File: config.mk
export PLATFORM = sky130hd
export DESIGN_NAME = motor_step_scheduler
export DESIGN_NICKNAME = d
export VERILOG_FILES = /design/src/rtl/motor_pkg.sv /design/src/rtl/button_edge.sv /design/src/rtl/motor_step_scheduler.sv
export SDC_FILE = /design/constraint.sdc
export NUM_CORES = 1
export LEC_CHECK = 0
export CORE_ASPECT_RATIO = 0.9
export CORE_MARGIN = 2
export CORE_UTILIZATION = 35
export DETAILED_ROUTE_END_ITERATION = 7
export PLACE_DENSITY = 0.55
export SLEW_MARGIN = 20
export SYNTH_ARGS = -nofsm -noshare
export SYNTH_HDL_FRONTEND = slang
export SYNTH_SLANG_ARGS = --single-unit
File: constraint.sdc
create_clock -name clk -period 7.1 [get_ports clk]
set_input_delay 1.065 -clock clk [delete_from_list [all_inputs] [get_ports clk]]
set_output_delay 1.065 -clock clk [all_outputs]
set_load 0.02 [all_outputs]
File: src/rtl/motor_pkg.sv
// rtl/motor_pkg.sv - shared types, phase table and width helpers for the step scheduler
package motor_pkg;

    typedef enum logic [1:0] {
        ST_IDLE  = 2'd0,
        ST_RUN   = 2'd1,
        ST_BRAKE = 2'd2
    } state_e;

    // Full-step forward order; element [0] is index 0 (1100).
    localparam logic [3:0][3:0] PHASE_TABLE = {4'b1001, 4'b0011, 4'b0110, 4'b1100};

    function automatic int unsigned width_of(input int unsigned n);
        return (n <= 32'd1) ? 32'd1 : 32'($clog2(n));
    endfunction

endpackage

File: src/rtl/button_edge.sv
// rtl/button_edge.sv - single-bit registered rising-edge detector
module button_edge (
    input  logic clk,
    input  logic rst_n,
    input  logic btn_i,
    output logic rise_o
);

    logic btn_q;

    always_ff @(posedge clk or negedge rst_n) begin
        if (!rst_n) begin
            btn_q <= 1'b0;
        end else begin
            btn_q <= btn_i;
        end
    end

    assign rise_o = btn_i & ~btn_q;

endmodule

File: src/rtl/motor_step_scheduler.sv
// rtl/motor_step_scheduler.sv - button-driven speed/direction control and full-step phase sequencer
module motor_step_scheduler
    import motor_pkg::*;
#(
    parameter int unsigned DIV_BASE     = 12500,
    parameter int unsigned NUM_LEVELS   = 8,
    parameter int unsigned BRAKE_CYCLES = 25000
) (
    input  logic                          clk,
    input  logic                          rst_n,
    input  logic                          btn_up,
    input  logic                          btn_down,
    input  logic                          btn_dir,
    input  logic                          btn_stop,
    output logic [3:0]                    phase_out,
    output logic [$clog2(NUM_LEVELS)-1:0] level,
    output logic                          dir,
    output logic                          running,
    output logic                          step_pulse
);

    localparam int unsigned LW = $clog2(NUM_LEVELS);
    localparam int unsigned CW = width_of(DIV_BASE * NUM_LEVELS);
    localparam int unsigned BW = width_of(BRAKE_CYCLES);
    localparam logic [LW-1:0] LEVEL_MAX = LW'(NUM_LEVELS - 1);
    localparam logic [BW-1:0] BRK_LAST  = BW'(BRAKE_CYCLES - 1);

    logic up_e, down_e, dir_e, stop_e;

    button_edge u_up   (.clk(clk), .rst_n(rst_n), .btn_i(btn_up),   .rise_o(up_e));
    button_edge u_down (.clk(clk), .rst_n(rst_n), .btn_i(btn_down), .rise_o(down_e));
    button_edge u_dir  (.clk(clk), .rst_n(rst_n), .btn_i(btn_dir),  .rise_o(dir_e));
    button_edge u_stop (.clk(clk), .rst_n(rst_n), .btn_i(btn_stop), .rise_o(stop_e));

    state_e        state_q, state_d;
    logic [LW-1:0] level_q, level_d;
    logic          dir_q, dir_d;
    logic [1:0]    idx_q, idx_d;
    logic [CW-1:0] cnt_q, cnt_d;
    logic [BW-1:0] brk_q, brk_d;
    logic          step_q, step_d;
    logic [31:0]   period_m1;
    logic          at_period;

    always_ff @(posedge clk or negedge rst_n) begin
        if (!rst_n) begin
            state_q <= ST_IDLE;
            level_q <= '0;
            dir_q   <= 1'b0;
            idx_q   <= 2'd0;
            cnt_q   <= '0;
            brk_q   <= '0;
            step_q  <= 1'b0;
        end else begin
            state_q <= state_d;
            level_q <= level_d;
            dir_q   <= dir_d;
            idx_q   <= idx_d;
            cnt_q   <= cnt_d;
            brk_q   <= brk_d;
            step_q  <= step_d;
        end
    end

    always_comb begin
        level_d = level_q;
        if (stop_e) begin
            level_d = '0;
        end else if (up_e && !down_e) begin
            if (level_q != LEVEL_MAX) level_d = level_q + LW'(1);
        end else if (down_e && !up_e) begin
            if (level_q != '0) level_d = level_q - LW'(1);
        end
    end

    // Compare uses the registered level, so a level change shifts the period from the next edge on.
    assign period_m1 = DIV_BASE * (NUM_LEVELS - 32'(level_q)) - 32'd1;
    assign at_period = (32'(cnt_q) >= period_m1);

    always_comb begin
        state_d = state_q;
        dir_d   = dir_q ^ dir_e;
        idx_d   = idx_q;
        cnt_d   = '0;
        brk_d   = '0;
        step_d  = 1'b0;
        case (state_q)
            ST_IDLE: begin
                if (level_d != '0) state_d = ST_RUN;
            end
            ST_RUN: begin
                if (level_d == '0) begin
                    state_d = ST_IDLE;
                end else if (dir_e) begin
                    state_d = ST_BRAKE;
                end else if (at_period) begin
                    idx_d  = dir_q ? (idx_q - 2'd1) : (idx_q + 2'd1);
                    step_d = 1'b1;
                end else begin
                    cnt_d = cnt_q + CW'(1);
                end
            end
            ST_BRAKE: begin
                if (level_d == '0) begin
                    state_d = ST_IDLE;
                end else if (dir_e) begin
                    brk_d = '0;
                end else if (brk_q == BRK_LAST) begin
                    state_d = ST_RUN;
                end else begin
                    brk_d = brk_q + BW'(1);
                end
            end
            default: state_d = ST_IDLE;
        endcase
    end

    assign running    = (state_q == ST_RUN);
    assign phase_out  = running ? PHASE_TABLE[idx_q] : 4'b0000;
    assign level      = level_q;
    assign dir        = dir_q;
    assign step_pulse = step_q;

endmodule

==> results of run 1 <==
==> stage by stage <==
| stage | std cells | instance area (sq um) | setup WS (ps) |
|---|---|---|---|
| finish | 529 | 4030 | 725 |
| detailed placement | 519 | 3850 | 450 |
| global placement | 519 | 3850 | 780 |
| floorplan | 378 | 3550 | 1030 |
| global route | 529 | 4030 | 145 |
| CTS | 526 | 3990 | 424 |
==> routing by layer <==
layer	routed length (um)	global-route usage	vias up
li1	-	-	1404
met1	3810	0.223	1312
met2	3320	0.227	48
met3	354	0.0321	5
met4	36	0.0375	0
met5	0	0	-
==> cell usage in the layout (no fill, tap or decap), types with 3 or more instances in the layout <==
master / count
nor2_4: 7
nor4_1: 3
o21a_1: 3
xor2_1: 26
a21oi_1: 14
nand2_1: 24
nand4_1: 8
clkbuf_16: 5
nor2_2: 3
nor2b_1: 4
ha_1: 46
nand3b_1: 3
o21ai_0: 9
dfrtp_1: 45
buf_4: 6
a211oi_1: 3
and3_1: 5
o211ai_1: 5
and2_1: 3
xnor2_1: 22
nor3_1: 13
inv_1: 14
nand2b_1: 4
clkdlybuf4s50_1: 14
nor2_1: 45
nand3_1: 28
==> path summary, 6_finish.rpt <==
kind | to | slack (ps)
hold reg to reg | brk_q[0]$_DFF_PN0_ | 460
max in group asynchronous | level[0]$_DFF_PN0_ | 5840
min in group asynchronous | cnt_q[11]$_DFF_PN0_ | 860
setup / recovery | cnt_q[9]$_DFF_PN0_ | 720
hold / removal | brk_q[0]$_DFF_PN0_ | 460
setup reg to reg | cnt_q[9]$_DFF_PN0_ | 720
==> power breakdown <==
group          internal, uW  total (uW)  switching (uW)
registers               272         291            18.7
logic                   610        1550             937
clock network           129         225            96.0
==> area by class of cell <==
type / count / area (sq um) / share of cell area
clock buffer: 5 / 125 / 0.0311
sequential: 45 / 1130 / 0.280
timing repair buffer: 22 / 210 / 0.0522
clock inverter: 2 / 13.8 / 0.00342
tap: 126 / 158 / 0.0392
inverter: 15 / 58.8 / 0.0146
multi-input combinational: 314 / 2330 / 0.580
==> sequential cells by signal, summed over array words and instances (netlist names), 2 cells and up <==
register and flops:
cnt_q 17, brk_q 15, idx_q 2, state_q 2, level 3
==> logic make-up (layout without fill, tap and decap cells) <==
| family | count (synthesis) | after routing | share of synthesized area |
|---|---|---|---|
| and+or+nand+nor | 160 | 160 | 0.237 |
| buffers and inverters | 19 | 44 | 0.0243 |
| DFF | 45 | 45 | 0.318 |
| xor gates and xnor gates | 49 | 49 | 0.123 |
| adders and majority gates | 48 | 48 | 0.174 |
| AOI/OAI and AO/OA | 57 | 57 | 0.125 |
==> timing repair <==
action | CTS | global route
endpoints found under the setup margin | 0 | 9
setup buffers | 0 | 2
hold endpoints to repair | 0 | 0
==> impl_metrics.py, run 1 <==
metrics = {
    "outcome": {
        "outcome": "finished, final reports clean",
    },
    "setup_path": {
        "endpoint_kind": "flop",
        "crit_chain": "inv_1 > ha_1 > xnor2_2 > inv_4 > ha_1 > fa_1 > ha_1 > fa_1 > a21oi_1 > a2bb2oi_1 > o211ai_1 > nor3_1 > a22o_1 > xnor2_1 > ha_1 > nand2_1 > nor4_1 > o21ai_0 > o2111ai_1 > nand4b_1 > o31ai_4 > buf_12 > buf_4 > nor2_4",
        "timing.critical_path.mode_cell": "ha_1",
        "critPathTopFamily": "adder cells",
        "cp.depth": 24,
        "crit_required_ps": 7270,
        "r2r-start": "level[0]$_DFF_PN0_",
        "cp_num_buf_inv": 4,
        "critical_path_class": "flop to flop",
        "worst_ep_arrival_time_ps": 6540,
        "reg2reg_depth": 24,
        "cp_slowest_cell": "fa_1",
        "startpoint_type": "flop",
        "crit_fanout": 8,
        "timing.critical_path.from": "level[0]$_DFF_PN0_",
        "critPathMaxStageDelay_ps": 480,
    },
    "sta": {
        "max_freq_ghz": 0.157,
        "rsz0062_at_grt": "false",
        "finalHoldViolations": 0,
        "finalSetupViolCount": 0,
        "drv_slew": 0,
        "period_minus_slack_ps": 6380,
        "hold_ws_ps": 456,
        "slew_headroom": 0.569,
        "worst_slew_pin_slew_ps": 641,
        "fin_crit_sh": 0.898,
        "fin_skew_ps": 9.77,
        "fin_setup_tns_ps": 0,
    },
    "placement": {
        "dp_hpwl_mm": 5.87,
        "port_buffers": 15,
        "routabilityCongestion": 0.863,
    },
    "yosys": {
        "yosysWarnings": 0,
        "yosys.area.top_type": "dfrtp_1",
        "ys_seq_area_frac": 0.318,
        "synth.most_common_cell": "ha_1",
        "synth_edf_count": 0,
        "synth-async-reset-ratio": 1.00,
        "synth_top_area_share": 0.318,
        "synth_area_per_cell_sq_um": 9.38,
        "ys_ff_latch": 45,
        "synthTopCellsByArea": "dfrtp_1, ha_1, xor2_1, xnor2_1, nor2_1",
        "synth_nets": 432,
        "syn_inst": 378,
        "yosysUniqueCellTypes": 56,
        "synth_top_flop_cell": "dfrtp_1",
        "synthesis.area_sq_um": 3550,
        "yosys-top-cells-count": "ha_1, dfrtp_1, nor2_1, nand3_1, xor2_1",
    },
    "grt": {
        "first_global_vias": 2761,
        "overflow": 0,
        "track_usage": 0.152,
        "antenna_found_initial": 0,
        "grt_pass1_wl_mm": 13.1,
        "grt_max_degree": 46,
    },
    "drt": {
        "avgViaCountPerCell": 5.23,
        "drt_first_pass_iters": 4,
        "drcViolationCount": 0,
        "finalWirelength_mm": 7.53,
        "wire_per_inst_um": 14.2,
        "drt-initial-drc-count": 143,
        "vias": 2769,
        "ant_nets": 0,
    },
    "floorplan": {
        "start_util": 0.362,
        "io_pins": 16,
        "die_area_sq_um": 11000,
        "die_w_um": 110,
        "rows": 34,
        "coreArea_sq_um": 9780,
        "die_h_um": 99.5,
    },
    "clocking": {
        "clock-sinks": 45,
        "cts_buffers": 5,
        "cts_resized": 0,
        "clock_latency_ps": 290,
        "ctsHoldBuffers": 0,
        "root_buffer": "clkbuf_16",
        "clockBufferDepth": 2,
        "cts_tree": "yes",
        "clkSlewWorstSetupHoldPaths_ps": 60,
        "htreeDepth": 2,
    },
    "pwr": {
        "power_uw": 2060,
        "p_leak_uw": 0.00169,
        "ir_drop_mv": 0.245,
        "cellPowerDensity_nw_per_um2": 512,
    },
    "flow_run": {
        "maxCapViolations": 0,
    },
    "layout": {
        "post-route-util": 0.411,
        "fill_cells": 971,
        "drive_above_1_share": 0.0918,
        "area_growth_pct": 13.5,
        "nNetsFinal": 457,
        "diodes": 0,
    },
    "min_path": {
        "holdCritPathClass": "flop to flop",
        "hold_depth": 1,
        "worstHoldStart": "brk_q[0]$_DFF_PN0_",
    },
}
Note: power is estimated with default switching activity, not from simulation.
==> run 2: changes to the inputs <==
--- a/config.mk
+++ b/config.mk
@@ -10,6 +10,7 @@
 export CORE_UTILIZATION = 35
 export DETAILED_ROUTE_END_ITERATION = 7
 export PLACE_DENSITY = 0.55
+export SETUP_SLACK_MARGIN = 0.15
 export SLEW_MARGIN = 20
 export SYNTH_ARGS = -nofsm -noshare
 export SYNTH_HDL_FRONTEND = slang
==> constraint.sdc (replaced) <==
create_clock -name clk -period 6.8 [get_ports clk]
set_input_delay 1.02 -clock clk [delete_from_list [all_inputs] [get_ports clk]]
set_output_delay 1.02 -clock clk [all_outputs]
set_load 0.02 [all_outputs]
==> run 2 against run 1 <==
  * Setup slack lost 4.0 ps
  * Global-route usage is 0.25 points lower
  * Critical path depth fell by 1
  * Utilization increased by 0.29 points
  * Clock skew down 4.1 ps
  * Critical endpoint is now cnt_q[2]$_DFF_PN0_
  * Hold slack gained 1.4 ps
  * Final cell count fell by 0.19%
  * Non-clock buffer count shrank 2
==> impl_metrics.py, run 2 (synthesis gave the netlist of run 1 again) <==
metrics = {
    "placement": {
        "dp_slack_ps": 564,
        "port_buffers": 15,
        "dp_hpwl_mm": 5.79,
        "placedInstanceArea_sq_um": 3850,
        "routabilityCongestion": 0.864,
    },
    "setup_path": {
        "worst_ep_arrival_time_ps": 6250,
        "critical_path_class": "flop to flop",
        "startpoint_type": "flop",
        "crit_required_ps": 6970,
        "crit_fanout": 17,
        "endpoint_kind": "flop",
    },
    "layout": {
        "postLayoutCellArea_sq_um": 4050,
        "nNetsFinal": 455,
        "final_common_cell": "ha_1",
        "largest_register_ffs": 17,
        "area_growth_pct": 14.3,
        "final_cell_mix": "ha_1, nor2_1, dfrtp_1",
        "fill_cells": 979,
        "top_register": "cnt_q",
        "seqCellArea_sq_um": 1130,
        "multi_input_area_sq_um": 2350,
        "drive_above_1_share": 0.0920,
        "diodes": 0,
    },
    "sta": {
        "finalSetupViolCount": 0,
        "worst_slack_ps": 721,
        "rsz0062_at_grt": "false",
        "fin_crit_sh": 0.894,
        "drv_slew": 0,
        "fin_skew_ps": 5.71,
        "max_freq_ghz": 0.164,
        "fin_setup_tns_ps": 0,
        "worst_slew_pin_slew_ps": 600,
        "finalHoldViolations": 0,
        "slew_headroom": 0.597,
        "period_minus_slack_ps": 6080,
    },
    "grt": {
        "top_usage_layer": "met2",
        "overflow": 0,
        "grt_use_met2": 0.231,
        "grt_util_met3": 0.0256,
        "track_usage": 0.149,
        "grt_max_degree": 46,
        "grt.met1_usage": 0.223,
        "grt_pass1_wl_mm": 13.1,
        "antenna_found_initial": 0,
        "first_global_vias": 2654,
    },
    "clocking": {
        "clockBufferDepth": 2,
        "clkSlewWorstSetupHoldPaths_ps": 70,
        "htreeDepth": 2,
        "clock_latency_ps": 290,
        "clock-sinks": 45,
        "root_buffer": "clkbuf_16",
        "cts_buffers": 5,
        "cts_tree": "yes",
    },
    "drt": {
        "vias": 2702,
        "avgViaCountPerCell": 5.12,
        "ant_nets": 0,
        "finalWirelength_mm": 7.57,
        "wire_per_inst_um": 14.3,
        "drcViolationCount": 0,
        "drt-initial-drc-count": 155,
        "drt_first_pass_iters": 4,
    },
    "floorplan": {
        "coreArea_sq_um": 9780,
        "die_w_um": 110,
        "die_area_sq_um": 11000,
        "io_pins": 16,
        "start_util": 0.362,
        "rows": 34,
        "die_h_um": 99.5,
    },
    "outcome": {
        "outcome": "finished, final reports clean",
    },
    "min_path": {
        "holdCritPathClass": "flop to flop",
    },
    "flow_run": {
        "maxCapViolations": 0,
    },
}
## run 2: what timing repair did
| item | 4_1_cts | 5_1_grt |
|---|---|---|
| buffers inserted | 0 | 0 |
| setup endpoints to repair | 0 | 19 |
| hold buffers | 0 | 0 |
| gates resized for setup | 0 | 3 |
## run 2: metrics by stage
stage	hold WS, ps	utilization	cells
final	458	0.414	528
after global routing	464	0.414	528
after CTS	459	0.412	527
after detailed placement	450	0.394	519
after global placement	448	0.394	519
after floorplan	433	-	378
## run 2: cell type report
cell class / count / share of cell area
clock buffers: 5 / 0.0309
clock inverters: 3 / 0.0123
inverters: 15 / 0.0145
multi-input cells: 314 / 0.580
flip-flops and latches: 45 / 0.278
well taps: 126 / 0.0389
repair buffers: 20 / 0.0460
## run 2: layer usage
layer	wire length, um	up-vias
li1	-	1394
met1	3890	1254
met2	3440	48
met3	216	6
met4	31	0
met5	0	-
## run 2: final timing paths
check / from / to / slack [ps] / cells after the start
max reg2reg: level[1]$_DFF_PN0_ / cnt_q[2]$_DFF_PN0_ / 720 / 23
max in group asynchronous: rst_n / cnt_q[0]$_DFF_PN0_ / 5580 / 2
min reg2reg: brk_q[0]$_DFF_PN0_ / brk_q[0]$_DFF_PN0_ / 460 / 1
max: level[1]$_DFF_PN0_ / cnt_q[2]$_DFF_PN0_ / 720 / 23
min: brk_q[0]$_DFF_PN0_ / brk_q[0]$_DFF_PN0_ / 460 / 1
min in group asynchronous: rst_n / cnt_q[11]$_DFF_PN0_ / 820 / 2
## run 2: critical path: stages, from the launching register on
cell       delay (ps)
dfrtp_1           410
inv_1             100
ha_1              440
xnor2_4           340
inv_4              80
ha_1              300
fa_1              480
ha_1              260
fa_1              430
a21oi_1           290
a2bb2oi_1         320
o211ai_1          190
nor3_2            260
a22o_1            170
xnor2_1            70
ha_1              280
nand2_1            80
nor4_1            270
o21ai_0           120
o2111ai_1         130
nand4b_1          260
o31ai_4           310
buf_6             280
nor2_1             80
Power of run 2 is left out: the tool's default activity adds up to more than one toggle a clock period on the data nets, which glitch-free logic cannot reach.
==> run 3: changes to the inputs <==
--- a/config.mk
+++ b/config.mk
@@ -5,6 +5,7 @@
 export SDC_FILE = /design/constraint.sdc
 export NUM_CORES = 1
 export LEC_CHECK = 0
+export ABC_AREA = 1
 export CORE_ASPECT_RATIO = 0.9
 export CORE_MARGIN = 2
 export CORE_UTILIZATION = 35
==> run 3 against run 2 <==
  * Synthesized area grew 6.8%
  * Sequential share of layout area shrank 1.2 points
  * Wire length grew 2.6%
  * Utilization shrank 1.7 points
  * Via count grew 18%
  * Register-to-register slack gained 190 ps
  * Count of clock-buffer cells in the layout grew 1
  * Synthesized cell count grew 34%
  * Setup slack gained 190 ps
  * First-iteration DRC count shrank 46%
  * Final cell count grew 25%
  * Largest cell class unchanged
==> impl_metrics.py, run 3 <==
metrics = {
    "floorplan": {
        "rows": 36,
        "die_w_um": 114,
        "io_pins": 16,
        "coreArea_sq_um": 10700,
        "die_h_um": 103,
        "start_util": 0.355,
        "die_area_sq_um": 11700,
    },
    "pwr": {
        "pwr-share-seq": 0.203,
        "swShare": 0.476,
        "power_uw": 1520,
        "intPower_uw": 796,
        "power_frac_comb": 0.634,
        "p_clk_frac": 0.163,
        "p_leak_uw": 0.00227,
        "p_switching_uw": 723,
        "cellPowerDensity_nw_per_um2": 358,
        "ir_drop_mv": 0.111,
    },
    "grt": {
        "grt_pass1_wl_mm": 13.8,
        "track_usage": 0.145,
        "first_global_vias": 3090,
        "antenna_found_initial": 0,
        "grt_max_degree": 46,
        "overflow": 0,
    },
    "clocking": {
        "clockBufferDepth": 2,
        "clock_latency_ps": 290,
        "cts_tree": "yes",
        "cts_resized": 0,
        "root_buffer": "clkbuf_16",
        "clock-sinks": 45,
        "clkSlewWorstSetupHoldPaths_ps": 60,
        "cts_buffers": 5,
        "ctsHoldBuffers": 0,
        "post_cts_buffers": 0,
        "htreeDepth": 2,
    },
    "min_path": {
        "holdCritPathClass": "flop to flop",
    },
    "outcome": {
        "outcome": "finished, final reports clean",
    },
    "sta": {
        "finalHoldViolations": 0,
        "finalSetupViolCount": 0,
        "max_freq_ghz": 0.170,
        "fin_crit_sh": 0.867,
        "slew_headroom": 0.546,
        "period_minus_slack_ps": 5890,
        "hold_ws_ps": 465,
        "rsz0062_at_grt": "false",
        "drv_slew": 0,
        "fin_skew_ps": 5.72,
        "fin_setup_tns_ps": 0,
        "worst_slew_pin_slew_ps": 677,
        "worst_slack_ps": 906,
    },
    "setup_path": {
        "critPathMaxStageDelay_ps": 630,
        "worst_ep_arrival_time_ps": 6070,
        "startpoint_type": "flop",
        "endpoint_kind": "flop",
        "cp_slowest_cell": "dfrtp_1",
        "critical_path_class": "flop to flop",
        "crit_fanout": 13,
        "crit_required_ps": 6980,
        "timing.critical_path.mode_cell": "nand2_1",
    },
    "yosys": {
        "synth_top_flop_cell": "dfrtp_1",
        "syn_inst": 508,
        "ys_seq_area_frac": 0.297,
        "yosys-top-cells-count": "nand2_1, inv_1, nor2_1, ha_1, dfrtp_1",
        "yosysUniqueCellTypes": 36,
        "yosysWarnings": 0,
        "synth_edf_count": 0,
        "synth.most_common_cell": "nand2_1",
        "ys_ff_latch": 45,
        "yosys.area.top_type": "dfrtp_1",
        "synth-async-reset-ratio": 1.00,
        "synth_top_area_share": 0.297,
        "synth_nets": 562,
        "synthTopCellsByArea": "dfrtp_1, ha_1, nand2_1, inv_1, xor2_1",
        "synth_area_per_cell_sq_um": 7.46,
        "synthesis.area_sq_um": 3790,
    },
    "placement": {
        "port_buffers": 15,
        "dp_hpwl_mm": 6.24,
        "dp_slack_ps": 833,
        "routabilityCongestion": 0.817,
    },
    "layout": {
        "final_cell_mix": "nand2_1, inv_1, nor2_1",
        "largest_register_ffs": 17,
        "area_growth_pct": 11.9,
        "final_common_cell": "nand2_1",
        "drive_above_1_share": 0.0775,
        "fill_cells": 1107,
        "top_register": "cnt_q",
        "diodes": 0,
        "post-route-util": 0.397,
        "nNetsFinal": 582,
    },
    "flow_run": {
        "maxCapViolations": 0,
    },
    "drt": {
        "drt-initial-drc-count": 84,
        "vias": 3185,
        "wl_met3_um": 244,
        "finalWirelength_mm": 7.77,
        "wl_met1_mm": 3.91,
        "wire_per_inst_um": 11.7,
        "dr.max_layer_used": "met4",
        "ant_nets": 0,
        "drt_first_pass_iters": 4,
        "drcViolationCount": 0,
        "wl_met2_mm": 3.49,
        "avgViaCountPerCell": 4.81,
    },
}
## run 3: changes by cell type in the layout (fill, tap and decap cells not counted), moves of 5 or more
cell / before / now
xnor2_1: 22 / 6
nand2_2: 0 / 13
a21oi_1: 14 / 8
o21bai_1: 0 / 6
nand2_1: 24 / 101
nor2_1: 45 / 50
nand3_1: 28 / 37
nand4_1: 8 / 16
inv_1: 14 / 92
nor2_4: 7 / 2
## run 3: kinds of logic (layout without fill, tap and decap cells)
family / Yosys count / after routing / share of synthesized area
xor gates and xnor gates: 29 / 29 / 0.0671
AOI/OAI and AO/OA: 31 / 31 / 0.0512
buffers and inverters: 97 / 118 / 0.0981
and+or+nand+nor: 258 / 258 / 0.324
DFF: 45 / 45 / 0.297
adders and majority gates: 48 / 48 / 0.163
## run 3: power by group through the flow
| stage | logic, uW | registers [uW] | clock network [uW] |
|---|---|---|---|
| after floorplan | 744 | 316 | 0 |
| after global placement | 955 | 312 | 0 |
| after detailed placement | 969 | 313 | 0 |
| after CTS | 975 | 308 | 257 |
| after global routing | 1120 | 312 | 271 |
| final | 963 | 308 | 248 |
## run 3: final cells by class
| type | count | area [sq um] | area share |
|---|---|---|---|
| Clock buffer | 6 | 139 | 0.0328 |
| Clock inverter | 2 | 13.8 | 0.00325 |
| Tap cell | 133 | 166 | 0.0393 |
| Multi-Input combinational cell | 366 | 2290 | 0.540 |
| Timing Repair Buffer | 15 | 148 | 0.0348 |
| Sequential cell | 45 | 1130 | 0.266 |
| Inverter | 95 | 357 | 0.0841 |
## run 3: path summary, 6_finish.rpt
path	startpoint	to	slack, ps	cells past startpoint
max in group asynchronous	rst_n	cnt_q[1]$_DFF_PN0_	5670	1
worst max-delay path	level[0]$_DFF_PN0_	cnt_q[7]$_DFF_PN0_	910	30
worst min register to register	brk_q[0]$_DFF_PN0_	brk_q[0]$_DFF_PN0_	460	1
worst max register to register	level[0]$_DFF_PN0_	cnt_q[7]$_DFF_PN0_	910	30
worst min-delay path	brk_q[0]$_DFF_PN0_	brk_q[0]$_DFF_PN0_	460	1
min in group asynchronous	rst_n	cnt_q[12]$_DFF_PN0_	730	1
## run 3: critical path, delay by kind of cell, from the launching register on
family	cells	cell delay, ps
xor+xnor	1	150
fa+ha+maj	8	2650
buf+inv	4	330
flops	1	630
simple gates	17	2030
## run 3: metal layers
| metal | GRT usage | vias to the layer above |
|---|---|---|
| met3 | 0.0306 | 11 |
| met4 | 0.0347 | 0 |
| met1 | 0.197 | 1467 |
| li1 | - | 1668 |
| met2 | 0.240 | 39 |
| met5 | 0 | - |
## run 3: stage by stage
step                      cells  area, sq um
after floorplan             508         3790
after CTS                   662         4240
final                       662         4240
after detailed placement    654         4080
after global placement      654         4080
after global routing        662         4240
